--- config.mk ---
export PLATFORM = sky130hd
export DESIGN_NAME = simple_phase_sequencer
export DESIGN_NICKNAME = d
export VERILOG_FILES = /design/src/rtl/simple_phase_sequencer.sv
export SDC_FILE = /design/constraint.sdc
export NUM_CORES = 1
export LEC_CHECK = 0
export ABC_AREA = 1
export CAP_MARGIN = 20
export CORE_MARGIN = 4
export CORE_UTILIZATION = 40
export CTS_CLUSTER_SIZE = 24
export DETAILED_ROUTE_END_ITERATION = 8
export PLACE_DENSITY = 0.72
export SLEW_MARGIN = 10
export SYNTH_ARGS = -nofsm -noshare
export SYNTH_HDL_FRONTEND = slang
export SYNTH_SLANG_ARGS = --single-unit
--- constraint.sdc ---
create_clock -name clock -period 2.2 [get_ports clock]
set_input_delay 0.33 -clock clock [delete_from_list [all_inputs] [get_ports clock]]
set_output_delay 0.33 -clock clock [all_outputs]
set_load 0.01 [all_outputs]
--- src/rtl/simple_phase_sequencer.sv ---
// simple_phase_sequencer: multi-cycle P1..P5 phase controller for the SIMPLE core.
module simple_phase_sequencer #(
    parameter int CNT_W = 16
) (
    input  logic             clock,
    input  logic             reset_n,
    input  logic [15:0]      ir,
    input  logic [3:0]       alu_flags,
    input  logic             mem_ready,
    output logic [4:0]       phase,
    output logic             mem_rd,
    output logic             mem_wren,
    output logic             mem_addr_sel,
    output logic             ir_load,
    output logic             pc_inc,
    output logic             pc_load,
    output logic             ab_load,
    output logic             dr_load,
    output logic             flag_load,
    output logic             rf_wren,
    output logic             rf_wsel,
    output logic             out_load,
    output logic             halted,
    output logic [CNT_W-1:0] instr_count
);
    typedef enum logic [2:0] {S_IDLE, S_P1, S_P2, S_P3, S_P4, S_P5, S_HALTED} state_t;
    state_t state, nxt;
    logic [3:0] flags;
    logic retire;
    logic is_arith, is_cmp, is_out, is_halt, is_ld, is_st, is_li, is_b, is_bc, is_mem, is_br;
    logic cond, taken;
    logic unused_ir;
    assign unused_ir = ^ir[3:0];
    assign is_arith = ir[15:14] == 2'b11;
    assign is_cmp   = is_arith && ir[7:4] == 4'b0101;
    assign is_out   = is_arith && ir[7:4] == 4'b1101;
    assign is_halt  = is_arith && ir[7:4] == 4'b1111;
    assign is_ld    = ir[15:14] == 2'b00;
    assign is_st    = ir[15:14] == 2'b01;
    assign is_li    = ir[15:14] == 2'b10 && ir[13:11] == 3'b000;
    assign is_b     = ir[15:14] == 2'b10 && ir[13:11] == 3'b100;
    assign is_bc    = ir[15:14] == 2'b10 && ir[13:11] == 3'b111;
    assign is_mem   = is_ld | is_st;
    assign is_br    = is_b | is_bc;
    // flags are {V,C,Z,S}; branches test the latched copy, never live alu_flags
    assign cond  = ir[10:8] == 3'd0 ? flags[1] :
                   ir[10:8] == 3'd1 ? flags[0] ^ flags[3] :
                   ir[10:8] == 3'd2 ? flags[1] | (flags[0] ^ flags[3]) :
                   ir[10:8] == 3'd3 ? !flags[1] : 1'b0;
    assign taken = is_b | (is_bc & cond);
    always_comb begin
        nxt    = state;
        retire = 1'b0;
        case (state)
            S_IDLE: nxt = S_P1;
            S_P1:   nxt = mem_ready ? S_P2 : S_P1;
            S_P2: begin
                nxt    = is_halt ? S_HALTED : S_P3;
                retire = is_halt;
            end
            S_P3: begin
                nxt    = (is_mem | is_br) ? S_P4 : (is_cmp | !(is_arith | is_li)) ? S_P1 : S_P5;
                retire = !(is_mem | is_br) && (is_cmp | !(is_arith | is_li));
            end
            S_P4: begin
                nxt    = is_br ? S_P1 : !mem_ready ? S_P4 : is_ld ? S_P5 : S_P1;
                retire = is_br | (is_st & mem_ready);
            end
            S_P5: begin
                nxt    = S_P1;
                retire = 1'b1;
            end
            S_HALTED: nxt = S_HALTED;
            default:  nxt = S_IDLE;
        endcase
    end
    assign phase        = {state == S_P5, state == S_P4, state == S_P3, state == S_P2, state == S_P1};
    assign mem_rd       = phase[0] | (phase[3] & is_ld);
    assign mem_wren     = phase[3] & is_st;
    assign mem_addr_sel = phase[3] & is_mem;
    assign ir_load      = phase[0] & mem_ready;
    assign pc_inc       = phase[0] & mem_ready;
    assign pc_load      = phase[3] & is_br & taken;
    assign ab_load      = phase[1];
    assign dr_load      = phase[2];
    assign flag_load    = phase[2] & is_arith & !is_out & !is_halt;
    assign rf_wren      = phase[4] & !is_out;
    assign rf_wsel      = phase[4] & is_ld;
    assign out_load     = phase[4] & is_out;
    assign halted       = state == S_HALTED;
    always_ff @(posedge clock) begin
        if (!reset_n) begin
            state       <= S_IDLE;
            flags       <= 4'd0;
            instr_count <= '0;
        end else begin
            state <= nxt;
            if (flag_load) flags <= alu_flags;
            if (retire) instr_count <= instr_count + CNT_W'(1);
        end
    end
endmodule

==> flow_summary.ini <==
[routing]
num_vias = 1704
wirelength_um = 4020
firstDrtPassIters = 4
drc = 0
drt_iter0_drc = 46
ant_nets = 0
viasPerCell = 4.79
wl_per_cell_um = 11.3

[final_layout]
diodes = 0
nets = 332
final_area_mm2 = 0.00233
n_fill_cell = 385
syn_to_final_growth_pct = 40.9
layout-drive-gt1-share = 0.203

[logic_synthesis]
async_flop_share = 0
synth.distinct_cells = 31
synth_common_cells = 41 x nand2_1, 29 x nor2_1, 27 x inv_1
syn_area_mm2 = 0.00165
yosysSeqAreaShare = 0.266
yosysTopAreaCell = dfxtp_1
synth.most_common_cell = nand2_1
synth_fp_nets = 265
yosysWarnings = 0
ys_ff_latch = 22
synth-edff-count = 0
synth_top_area_share = 0.266
synth.area.top_cells = dfxtp_1 27%, nand2_1 9.3%, nand3_1 7.6%
netlist_instances = 241
syn_area_per_cell_um2 = 6.86
synthFlopType = dfxtp_1

[global_routing]
grtUsageMet3 = 0.0152
grt_pass1_wl_um = 6790
grt_usage = 0.154
grt-busiest-layer = met2
grt_overflow_total = 0
grt_pass1_vias = 1592
grtUsageMet2 = 0.272
grt_max_degree = 19
antenna_found_initial = 0
grt_use_met1 = 0.201

[floorplan]
die_y_um = 72.3
ios = 57
start_util = 0.413
rows = 23
core_area_mm2 = 0.00400
fp.dieW_um = 72.3
dieArea_mm2 = 0.00522

[setup_path]
critPathMaxFanout = 4
cp-start-kind = input pin
endpoint_kind = output port
max_stage_delay_ps = 530
crit_path_top_delay_cell = clkdlybuf4s50_1
worstPathCellList = clkdlybuf4s50_1 > nand2_2 > nor2_4 > nand2_1 > nor2_1 > clkdlybuf4s50_1
crit_type = input pin to output port
cp_top_family = buffers and inverters
crit_buf_inv = 2
arrival_ps = 1780
crit_top_cell = clkdlybuf4s50_1
required_ps = 1870

[clock_tree]
ctsResizeCount = 4
post-cts-setup-buffers = 0
cts-root-buf = clkbuf_8
cts_sinks = 22
path_clk_slew_ps = 70
numCtsBuffers = 3
cts_htree_levels = 1
cts_tree = yes
clk_latency_ps = 250
cts_buffer_depth = 2
postCtsHoldBufs = 0

[run]
drv_cap = 0

[run_status]
status = complete, no violations

[timing]
hold-worst-slack_ps = 478
finalSetupViolations = 0
max_clock_freq_mhz = 473
rsz0062_at_grt = false
worstMarginPinSlew_ps = 568
hold_viol_final = 0
post-route-period-util = 0.961
slew_viol_final = 0
skew_ps = 3.53
relSlewSlack = 0.620
fin_crit_ps = 2110

[placed_design]
dp_hpwl_um = 3130
portBuffers = 51
placed_area_mm2 = 0.00228
gp_congestion = 0.900

[power]
leakage_nw = 0.935
power_density_mw_per_mm2 = 356
max-vdd-ir-drop_mv = 0.291

[min_path]
worstHoldPathType = flop to flop
[sequential cells by signal, indices dropped and copies added (netlist names)]
signal	cells
flags	3
instr_count	16
state	3
[cell families (layout without fill, tap and decap cells)]
kind of cell / Yosys count / count (layout) / share of synthesized area
AOI/OAI and AO/OA: 34 / 34 / 0.129
adders and majority gates: 1 / 1 / 0.00757
xor gates and xnor gates: 13 / 13 / 0.0689
buffers and inverters: 40 / 105 / 0.129
and+or+nand+nor: 131 / 131 / 0.400
DFF: 22 / 22 / 0.266
[final cells by class]
class / count / area (µm²) / area share
Multi-Input combinational cell: 179 / 1010 / 0.433
Timing Repair Buffer: 70 / 657 / 0.282
Sequential cell: 22 / 440 / 0.189
Inverter: 32 / 120 / 0.0516
Tap cell: 50 / 62.6 / 0.0269
Clock buffer: 3 / 41.3 / 0.0177
[final timing paths]
kind	startpoint	endpoint	slack (ps)	cells past startpoint
setup / recovery	ir[14]	out_load	90	6
hold / removal	flags[1]$_SDFFE_PN0P_	flags[1]$_SDFFE_PN0P_	480	2
setup reg to reg	instr_count[0]$_SDFFE_PN0P_	instr_count[14]$_SDFFE_PN0P_	390	7
hold reg to reg	flags[1]$_SDFFE_PN0P_	flags[1]$_SDFFE_PN0P_	480	2
[through the flow]
stage / setup slack [ps] / util / setup TNS (ps) / cells / total power, W
global placement: -119 / 0.569 / -192 / 353 / 0.000597
global route: 13.6 / 0.582 / 0 / 356 / 0.000871
CTS: 9.82 / 0.579 / 0 / 356 / 0.000838
detailed placement: -146 / 0.569 / -219 / 353 / 0.000599
finish: 85.4 / 0.582 / 0 / 356 / 0.000830
floorplan: 611 / - / 0 / 241 / 0.000512
[power by group]
group	switching (W)	internal, W
logic	0.0000888	0.0000902
registers	0.00000669	0.000404
clock network	0.000118	0.000122
total	0.000213	0.000616
[per-layer routing]
metal | wire length (µm) | vias to the layer above | share of wire
li1 | - | 903 | -
met1 | 1960 | 770 | 0.49
met2 | 1910 | 29 | 0.48
met3 | 122 | 2 | 0.030
met4 | 19 | 0 | 0.0047
met5 | 0 | - | 0
[worst register-to-register path: stages (launching register included)]
cell	delay, ps
dfxtp_1	460
ha_1	250
nand2_1	90
nor3b_1	500
nand4_1	170
nand2_1	110
nand2_1	60
a21oi_1	110
[placed cells by master, fill, tap and decap left out, types with 10 or more instances in the layout]
| cell type | instances |
|---|---|
| buf_4 | 19 |
| inv_1 | 27 |
| nand3_1 | 25 |
| nand2_1 | 40 |
| dfxtp_1 | 22 |
| clkdlybuf4s50_1 | 45 |
| nand2_2 | 12 |
| nor2_1 | 27 |
| xor2_1 | 10 |
| a21oi_2 | 10 |
| a21oi_1 | 13 |
(Power assumes the default switching activity.)
